### config.mk
export PLATFORM = sky130hd
export DESIGN_NAME = score_keeper_flat
export DESIGN_NICKNAME = d
export VERILOG_FILES = /design/src/rtl/score_keeper_if.sv /design/src/rtl/score_keeper.sv /design/src/flat_wrapper.sv
export SDC_FILE = /design/constraint.sdc
export NUM_CORES = 1
export LEC_CHECK = 0
export CAP_MARGIN = 0
export CORE_MARGIN = 5
export CORE_UTILIZATION = 45
export DETAILED_ROUTE_END_ITERATION = 10
export GPL_TIMING_DRIVEN = 0
export MAX_ROUTING_LAYER = met4
export PLACE_DENSITY = 0.66
export SYNTH_ARGS = -nofsm -noshare
export SYNTH_HDL_FRONTEND = slang
export SYNTH_SLANG_ARGS = --single-unit
### constraint.sdc
create_clock -name clk -period 3.6 [get_ports clk]
set_input_delay 0.9 -clock clk [delete_from_list [all_inputs] [get_ports clk]]
set_output_delay 0.9 -clock clk [all_outputs]
set_load 0.02 [all_outputs]
### src/rtl/score_keeper_if.sv
// Bus between the game logic and score_keeper: goal pulses and the restart
// button in, scores, win status and ball-release control out.
// Pulse semantics: goal_p1/goal_p2 are single-cycle strobes sampled on clk
// and have no back-pressure. serve is a single-cycle strobe that releases the
// ball. All outputs are registered. dbg_state mirrors the FSM state.
interface score_keeper_if;
  logic       goal_p1;
  logic       goal_p2;
  logic       restart;
  logic [3:0] score_p1;
  logic [3:0] score_p2;
  logic       game_over;
  logic       winner;
  logic       ball_freeze;
  logic       serve;
  logic       serve_dir;
  logic [1:0] dbg_state;

  modport master (
    output goal_p1, goal_p2, restart,
    input  score_p1, score_p2, game_over, winner, ball_freeze, serve,
           serve_dir, dbg_state
  );

  modport slave (
    input  goal_p1, goal_p2, restart,
    output score_p1, score_p2, game_over, winner, ball_freeze, serve,
           serve_dir, dbg_state
  );
endinterface

### src/rtl/score_keeper.sv
// score_keeper: counts goals, detects the win, times the serve pause and
// handles a synchronised restart button. Every output is a flop.
module score_keeper #(
  parameter int WIN_SCORE    = 9,
  parameter int PAUSE_CYCLES = 1000
) (
  input  logic           clk,
  input  logic           reset,
  score_keeper_if.slave  bus
);

  typedef enum logic [1:0] {
    ST_SERVE = 2'd0,
    ST_PLAY  = 2'd1,
    ST_OVER  = 2'd2
  } state_t;

  localparam int            CW         = (PAUSE_CYCLES > 1) ? $clog2(PAUSE_CYCLES) : 1;
  localparam logic [CW-1:0] CNT_RELOAD = CW'(PAUSE_CYCLES - 1);
  localparam logic [3:0]    WIN        = 4'(WIN_SCORE);

  state_t        r_state, w_state_nxt;
  logic [CW-1:0] r_cnt, w_cnt_nxt;
  logic [3:0]    r_score_p1, w_score_p1_nxt;
  logic [3:0]    r_score_p2, w_score_p2_nxt;
  logic          r_game_over, w_game_over_nxt;
  logic          r_winner, w_winner_nxt;
  logic          r_ball_freeze, w_ball_freeze_nxt;
  logic          r_serve, w_serve_nxt;
  logic          r_serve_dir, w_serve_dir_nxt;
  logic          r_sync1, r_sync2, r_prev;
  logic          w_restart_edge;
  logic [3:0]    w_p1_inc, w_p2_inc;

  // Rising edge of the synchronised button; a held button yields one edge.
  assign w_restart_edge = r_sync2 & ~r_prev;
  assign w_p1_inc       = r_score_p1 + 4'd1;
  assign w_p2_inc       = r_score_p2 + 4'd1;

  // Two-flop synchroniser plus previous-value flop for the restart button.
  always_ff @(posedge clk) begin
    if (reset) begin
      r_sync1 <= 1'b0;
      r_sync2 <= 1'b0;
      r_prev  <= 1'b0;
    end else begin
      r_sync1 <= bus.restart;
      r_sync2 <= r_sync1;
      r_prev  <= r_sync2;
    end
  end

  // Next-state and next-output logic; restart overrides everything but reset.
  always_comb begin
    w_state_nxt       = r_state;
    w_cnt_nxt         = r_cnt;
    w_score_p1_nxt    = r_score_p1;
    w_score_p2_nxt    = r_score_p2;
    w_game_over_nxt   = r_game_over;
    w_winner_nxt      = r_winner;
    w_ball_freeze_nxt = r_ball_freeze;
    w_serve_nxt       = 1'b0;
    w_serve_dir_nxt   = r_serve_dir;
    if (w_restart_edge) begin
      w_state_nxt       = ST_SERVE;
      w_cnt_nxt         = CNT_RELOAD;
      w_score_p1_nxt    = 4'd0;
      w_score_p2_nxt    = 4'd0;
      w_game_over_nxt   = 1'b0;
      w_winner_nxt      = 1'b0;
      w_serve_dir_nxt   = 1'b0;
      w_ball_freeze_nxt = 1'b1;
    end else begin
      case (r_state)
        ST_SERVE: begin
          if (r_cnt == '0) begin
            w_serve_nxt       = 1'b1;
            w_ball_freeze_nxt = 1'b0;
            w_state_nxt       = ST_PLAY;
          end else begin
            w_cnt_nxt = r_cnt - 1'b1;
          end
        end
        ST_PLAY: begin
          if (bus.goal_p1 && !bus.goal_p2) begin
            w_score_p1_nxt    = w_p1_inc;
            w_ball_freeze_nxt = 1'b1;
            if (w_p1_inc == WIN) begin
              w_state_nxt     = ST_OVER;
              w_game_over_nxt = 1'b1;
              w_winner_nxt    = 1'b0;
            end else begin
              w_state_nxt     = ST_SERVE;
              w_cnt_nxt       = CNT_RELOAD;
              w_serve_dir_nxt = 1'b1;
            end
          end else if (bus.goal_p2 && !bus.goal_p1) begin
            w_score_p2_nxt    = w_p2_inc;
            w_ball_freeze_nxt = 1'b1;
            if (w_p2_inc == WIN) begin
              w_state_nxt     = ST_OVER;
              w_game_over_nxt = 1'b1;
              w_winner_nxt    = 1'b1;
            end else begin
              w_state_nxt     = ST_SERVE;
              w_cnt_nxt       = CNT_RELOAD;
              w_serve_dir_nxt = 1'b0;
            end
          end else if (bus.goal_p1 && bus.goal_p2) begin
            // Simultaneous goals: no point awarded, just re-serve.
            w_state_nxt       = ST_SERVE;
            w_cnt_nxt         = CNT_RELOAD;
            w_ball_freeze_nxt = 1'b1;
          end
        end
        ST_OVER: begin
          w_ball_freeze_nxt = 1'b1;
        end
        default: begin
          w_state_nxt = ST_SERVE;
          w_cnt_nxt   = CNT_RELOAD;
        end
      endcase
    end
  end

  // State and output registers.
  always_ff @(posedge clk) begin
    if (reset) begin
      r_state       <= ST_SERVE;
      r_cnt         <= CNT_RELOAD;
      r_score_p1    <= 4'd0;
      r_score_p2    <= 4'd0;
      r_game_over   <= 1'b0;
      r_winner      <= 1'b0;
      r_ball_freeze <= 1'b1;
      r_serve       <= 1'b0;
      r_serve_dir   <= 1'b0;
    end else begin
      r_state       <= w_state_nxt;
      r_cnt         <= w_cnt_nxt;
      r_score_p1    <= w_score_p1_nxt;
      r_score_p2    <= w_score_p2_nxt;
      r_game_over   <= w_game_over_nxt;
      r_winner      <= w_winner_nxt;
      r_ball_freeze <= w_ball_freeze_nxt;
      r_serve       <= w_serve_nxt;
      r_serve_dir   <= w_serve_dir_nxt;
    end
  end

  assign bus.score_p1    = r_score_p1;
  assign bus.score_p2    = r_score_p2;
  assign bus.game_over   = r_game_over;
  assign bus.winner      = r_winner;
  assign bus.ball_freeze = r_ball_freeze;
  assign bus.serve       = r_serve;
  assign bus.serve_dir   = r_serve_dir;
  assign bus.dbg_state   = r_state;

endmodule

### src/flat_wrapper.sv
// flat-port wrapper written by rule: the top's interface ports become plain ports
module score_keeper_flat 
#(
  parameter int WIN_SCORE    = 9,
  parameter int PAUSE_CYCLES = 1000
)
  (clk, reset, bus_goal_p1, bus_goal_p2, bus_restart, bus_score_p1, bus_score_p2, bus_game_over, bus_winner, bus_ball_freeze, bus_serve, bus_serve_dir, bus_dbg_state);
  score_keeper_if bus_i ();
  input  logic clk;
  input  logic reset;
  input wire logic [$bits(bus_i.goal_p1)-1:0] bus_goal_p1;
  input wire logic [$bits(bus_i.goal_p2)-1:0] bus_goal_p2;
  input wire logic [$bits(bus_i.restart)-1:0] bus_restart;
  output wire logic [$bits(bus_i.score_p1)-1:0] bus_score_p1;
  output wire logic [$bits(bus_i.score_p2)-1:0] bus_score_p2;
  output wire logic [$bits(bus_i.game_over)-1:0] bus_game_over;
  output wire logic [$bits(bus_i.winner)-1:0] bus_winner;
  output wire logic [$bits(bus_i.ball_freeze)-1:0] bus_ball_freeze;
  output wire logic [$bits(bus_i.serve)-1:0] bus_serve;
  output wire logic [$bits(bus_i.serve_dir)-1:0] bus_serve_dir;
  output wire logic [$bits(bus_i.dbg_state)-1:0] bus_dbg_state;
  assign bus_i.goal_p1 = bus_goal_p1;
  assign bus_i.goal_p2 = bus_goal_p2;
  assign bus_i.restart = bus_restart;
  assign bus_score_p1 = bus_i.score_p1;
  assign bus_score_p2 = bus_i.score_p2;
  assign bus_game_over = bus_i.game_over;
  assign bus_winner = bus_i.winner;
  assign bus_ball_freeze = bus_i.ball_freeze;
  assign bus_serve = bus_i.serve;
  assign bus_serve_dir = bus_i.serve_dir;
  assign bus_dbg_state = bus_i.dbg_state;
  score_keeper #(.WIN_SCORE(WIN_SCORE), .PAUSE_CYCLES(PAUSE_CYCLES)) u_core (.clk(clk), .reset(reset), .bus(bus_i));
endmodule
Word-level counts from Yosys, hierarchy flattened
Index checks and enable logic that the tools add are counted.

word-level totals
  output and inout bits = 15
  bits of input ports = 5
  bits in registers = 28

cells by class
  add/subtract/negate cells = 3
  bitwise gates (word level) = 5
  reductions and logical operators = 19
  equal/unequal tests = 12
  muxes and demuxes = 30

operators with widths
  kind                   count
  $mux 10                6
  $pmux 10 s3            1
  $mux 1                 15
  $mux 2                 6
  $logic_not 10->1       1
  $sub 10x1->10 const B  1
  $reduce_and 3->1       3
  $add 4x1->4 const B    2
  $eq 4x4->1 const B     2
  $reduce_and 4->1       2
  $ne 2x2->1 const B     3
  $pmux 2 s3             1
  $reduce_and 5->1       1
  $ne 2x1->1 const B     2
  $ne 4x1->1 const B     1
  $ne 4x3->1 const B     1
  $not 1->1              4
  $reduce_bool 2->1      2
  $logic_and 1x1->1      3
  $ne 3x3->1 const B     1
  $pmux 1 s3             1
  $reduce_bool 3->1      1
  $reduce_or 3->1        1
  $eq 2x1->1 const B     1
  6 further kinds        7

Longest topological paths before layout
  depth in word-level cells = 6
  depth in mapped cells = 9
  depth with buffers taken out = 7

Worst setup path after synthesis
No wires, ideal clock.

  path kind = input -> register
  start = input port bus_goal_p2
  end = register u_core.r_cnt[3]
  slack = 1.084 ns
  stages on the path = 7
  data arrival time = 2.423 ns
  path buffers = 0
  data required time = 3.508 ns
  cells stage by stage = inv_1 > ha_1 > and3b_1 > or2_4 > o21bai_4 > or3_4 > o32ai_1

on the way
  word-level cells in the longest chain between the ends = 4
  elaborated cells between the ends (all ways) = 11
  classes of those cells = eq/ne: 3; mux: 3; reduce/logical: 5

ends and longest elaborated chain
  item                                                              line                                    text
  start, declared                                                   flat_wrapper.sv:12                      input wire logic [$bits(bus_i.goal_p2)-1:0] bus_goal_p2;
  $logic_not 1->1 or $logic_and 1x1->1 (tied branches)              score_keeper.sv:85, score_keeper.sv:97
  $logic_and 1x1->1 or $mux 10 (tied branches)                      score_keeper.sv:85, score_keeper.sv:97
  $ne 4x3->1 (no source line) (tied with other cells)               --
  $reduce_and 5->1 (no source line) or $pmux 10 s3 (tied branches)  --
  end signal, assigned                                              score_keeper.sv:141                     r_cnt <= w_cnt_nxt;
  end, declared                                                     score_keeper.sv:23                      logic [CW-1:0] r_cnt, w_cnt_nxt;

Several ways; a longest one is shown, not always the timed one.
A chain may end at the register's enable or synchronous reset.

Final worst setup path
  start = input port bus_goal_p2
  end = register u_core.r_cnt[4]

Same word-level chain as after synthesis.

==> results.cfg <==
[sta]
sum_of_negative_setup_slack_ps = 0
tcrit_tclk_final_pct = 81.9
slew_violations = 0
maxClockFrequency_mhz = 339
worst_slew_margin_rel_pct = 65.3
worst_pin_slew_ps = 518
finalClockSkew_ps = 4.21
final_period_minus_worst_setup_slack_ps = 2950
postLayoutSetupSlackWorst_ps = 651
timing_hold_violations_final = 0
setup_violations = 0
holdWs_ps = 476
grt_setup_unrepaired = no

[routing]
postRouteAntennaNets = 0
drc = 0
average_via_count_per_standard_cell = 5.72
route.detailed.wl_per_inst_um = 15.2
drc_violation_total_after_the_first_tritonroute_iteration = 135
via_count = 1533
detailedRoute.firstPassIterationCount = 4
route.final.wire_length_um = 4080

[floorplan]
top_level_ports = 20
coreArea_mm2 = 0.00366
rows = 22
die_height_um = 71.4
initial_utilization_pct = 46.3
design.die.area_mm2 = 0.00510
die_w_um = 71.4

[cells_and_area]
areaGrowthSynthToFinish_pct = 19.0
antennaDiodeCount = 0
final_core_util_pct = 55.1
finalNetCount = 240
post_route_cells_drive_above_1_share_pct = 8.18
final-instance-count-excl-fill = 268
postLayoutCellArea_mm2 = 0.00202

[clock_network]
cts-resized-gates = 0
cts_buffers = 3
h_tree_levels = 1
postCtsSetupBuffers = 0
cts_sinks = 28
clock-root-buffer = sky130_fd_sc_hd__clkbuf_8
clk_pin_slew_worst_paths_ps = 100
cts-root-to-sink-buffers = 2
clk-insertion-delay-late_ps = 280
postCtsHoldBufs = 0
cts_tree = built

[setup_path]
timing.critical_path.slowest_stage_cell = sky130_fd_sc_hd__clkdlybuf4s50_1
timing.critical_path.cells = clkdlybuf4s50_1 > inv_1 > ha_1 > and3b_1 > or2_4 > o21bai_4 > or3_4 > o32ai_1
timing.critical_path.fanout_max = 8
timing.critical_path.slowest_cell_delay_ps = 530
rrSetupSlack_ps = 1380
endpoint_class_of_the_critical_path = register
setup.worst_path.class = in -> reg
worst_r2r_startpoint = u_core.bus.dbg_state[1]
worst_setup_path_startpoint = bus_goal_p2
worst_ep_arrival_time_ps = 3140
worst_r2r_path_depth = 9
start_kind = input pin
crit-reg2reg-capture = u_core.r_cnt[7]
timing.critical_path.required_ps = 3790
cp-endpoint = u_core.r_cnt[4]

[place]
pre_cts_ws_ps = 356
globalplace.congestion = 0.909
placed_cell_area_mm2 = 0.00195
detailed_place_hpwl_um = 3020
io_buffers = 19
placedCellCount = 264

[run]
maxCapViolCount = 0

[synth]
synth_flop_cell = sky130_fd_sc_hd__dfxtp_1
synth.yosys.seq_area_share_pct = 33.1
synth_enable_flop_cells = 0
synth.yosys.warnings = 0
post_synth_inst_count = 197
synth_seq_cells = 28
syn_area_mm2 = 0.00170
synth_cell_types = 53
asyncSetResetFlopFracSynth_pct = 0
synth_top_cell_area_share_pct = 33.1
yosys.area.top_type = sky130_fd_sc_hd__dfxtp_1
synth.avg_cell_area_um2 = 8.61
ys_top_cells_by_area = sky130_fd_sc_hd__dfxtp_1 (33%), sky130_fd_sc_hd__ha_1 (10%), sky130_fd_sc_hd__nor2_1 (4.2%)
synth_fp_nets = 216

[global_route]
groute.usage.overall_pct = 16.9
grt_max_degree = 17
antenna_violations_before_repair = 0
grt_overflow_total = 0
grt_first_pass_wirelength_um = 6820
via_count_of_the_first_global_routing_pass = 1508

[worst_hold_path]
worst_hold_path_type = reg -> reg

[power]
vdd_ir_drop_max_v = 0.000136
design_power_total_mw = 0.604
powerDensity_mw_per_mm2 = 300
cellLeakagePower_nw = 0.782

[outcome]
run_status = complete, no violations
## cell type report
| type | count | area, um2 |
|---|---|---|
| buffer | 6 | 32.5 |
| clock buffer | 3 | 41.3 |
| clock inverter | 1 | 30.0 |
| fill | 343 | 1640 |
| inverter | 12 | 45.0 |
| multi-input combinational | 151 | 1060 |
| sequential | 28 | 561 |
| tap | 48 | 60.1 |
| timing repair buffer | 19 | 190 |
## per-layer routing
layer,global-route usage (%),wire (um),share of wire [%],up-vias
li1,-,-,-,761
met1,20.2,1780,44,724
met2,28.1,2060,50,44
met3,2.52,204,5.0,4
met4,7.10,40,0.98,0
met5,-,0,0,-
## worst min-delay path by stage
| stage | startpoint | endpoint | slack (ps) | cells past startpoint |
|---|---|---|---|---|
| after floorplan | u_core.r_sync1 | u_core.r_sync2 | 410 | 1 |
| after global placement | u_core.r_sync1 | u_core.r_sync2 | 430 | 1 |
| after detailed placement | u_core.bus.ball_freeze | u_core.bus.ball_freeze | 460 | 2 |
| after CTS | u_core.bus.ball_freeze | u_core.bus.ball_freeze | 480 | 2 |
| after global routing | u_core.r_sync1 | u_core.r_sync2 | 500 | 1 |
| final | u_core.r_sync1 | u_core.r_sync2 | 480 | 1 |
## where the power goes
part / total (mW) / switching [mW] / internal (mW) / leakage, nW
Sequential: 0.318 / 0.00446 / 0.314 / 0.227
Combinational: 0.0312 / 0.0180 / 0.0132 / 0.520
Clock: 0.255 / 0.106 / 0.149 / 0.0357
Total: 0.604 / 0.128 / 0.476 / 0.782
## sequential cells by signal, summed over array words and instances, names as in the netlist
signal / count
u_core.bus.dbg_state: 2
u_core.bus.winner: 1
u_core.r_prev: 1
u_core.bus.game_over: 1
u_core.bus.serve_dir: 1
u_core.bus.score_p1: 4
u_core.bus.ball_freeze: 1
u_core.r_sync2: 1
u_core.r_sync1: 1
u_core.r_cnt: 10
u_core.bus.score_p2: 4
u_core.bus.serve: 1
## logic make-up after synthesis
| group | count (synthesis) | synth area share, % |
|---|---|---|
| AND/OR/NAND/NOR | 82 | 26.9 |
| adder cells (fa/ha/maj) | 14 | 10.3 |
| buffers and inverters | 18 | 4.58 |
| AO/OA/AOI/OAI | 46 | 20.3 |
| flip-flops | 28 | 33.1 |
| XOR/XNOR | 6 | 3.10 |
| multiplexers | 3 | 1.77 |
## cells in the mapped netlist, types with 2 or more instances
cell	n
sky130_fd_sc_hd__o32ai_1	2
sky130_fd_sc_hd__a31oi_1	5
sky130_fd_sc_hd__o21a_1	4
sky130_fd_sc_hd__xnor2_1	2
sky130_fd_sc_hd__nor2b_1	5
sky130_fd_sc_hd__nor4_1	9
sky130_fd_sc_hd__and3b_1	2
sky130_fd_sc_hd__nand3_1	8
sky130_fd_sc_hd__o21ai_0	7
sky130_fd_sc_hd__a21boi_0	2
sky130_fd_sc_hd__o211a_1	2
sky130_fd_sc_hd__nor3_1	5
sky130_fd_sc_hd__xor2_1	4
sky130_fd_sc_hd__nor2_1	19
sky130_fd_sc_hd__nand4_1	2
sky130_fd_sc_hd__ha_1	14
sky130_fd_sc_hd__inv_1	11
sky130_fd_sc_hd__clkbuf_1	3
sky130_fd_sc_hd__dfxtp_1	28
sky130_fd_sc_hd__buf_2	2
sky130_fd_sc_hd__a21oi_1	9
sky130_fd_sc_hd__mux2i_1	3
sky130_fd_sc_hd__nand2_1	16
sky130_fd_sc_hd__o2111a_1	3
sky130_fd_sc_hd__o32a_1	2
## placed cells by master, fill, tap and decap left out, drive strengths merged, types with 2 or more instances in the layout
cell	count
nor2b	5
nor2	19
nand2	16
o21ai	8
clkdlybuf4s50	19
mux2i	3
or3	2
and3	2
o211a	2
and3b	2
o32ai	2
o32a	3
nand3	9
a21oi	9
xnor2	2
nor3	6
a31oi	5
o2111a	3
dfxtp	28
ha	14
a21boi	2
buf	3
nand4	2
inv	11
clkbuf	6
or2	2
o21a	4
xor2	4
nor4	10
## worst max-delay path, delay by kind of cell
family	cells	cell delay, ps
adders and majority gates	1	290
and+or+nand+nor	3	850
buffers and inverters	2	590
AOI/OAI and AO/OA	2	500
Power figures use the tool's default switching activity.
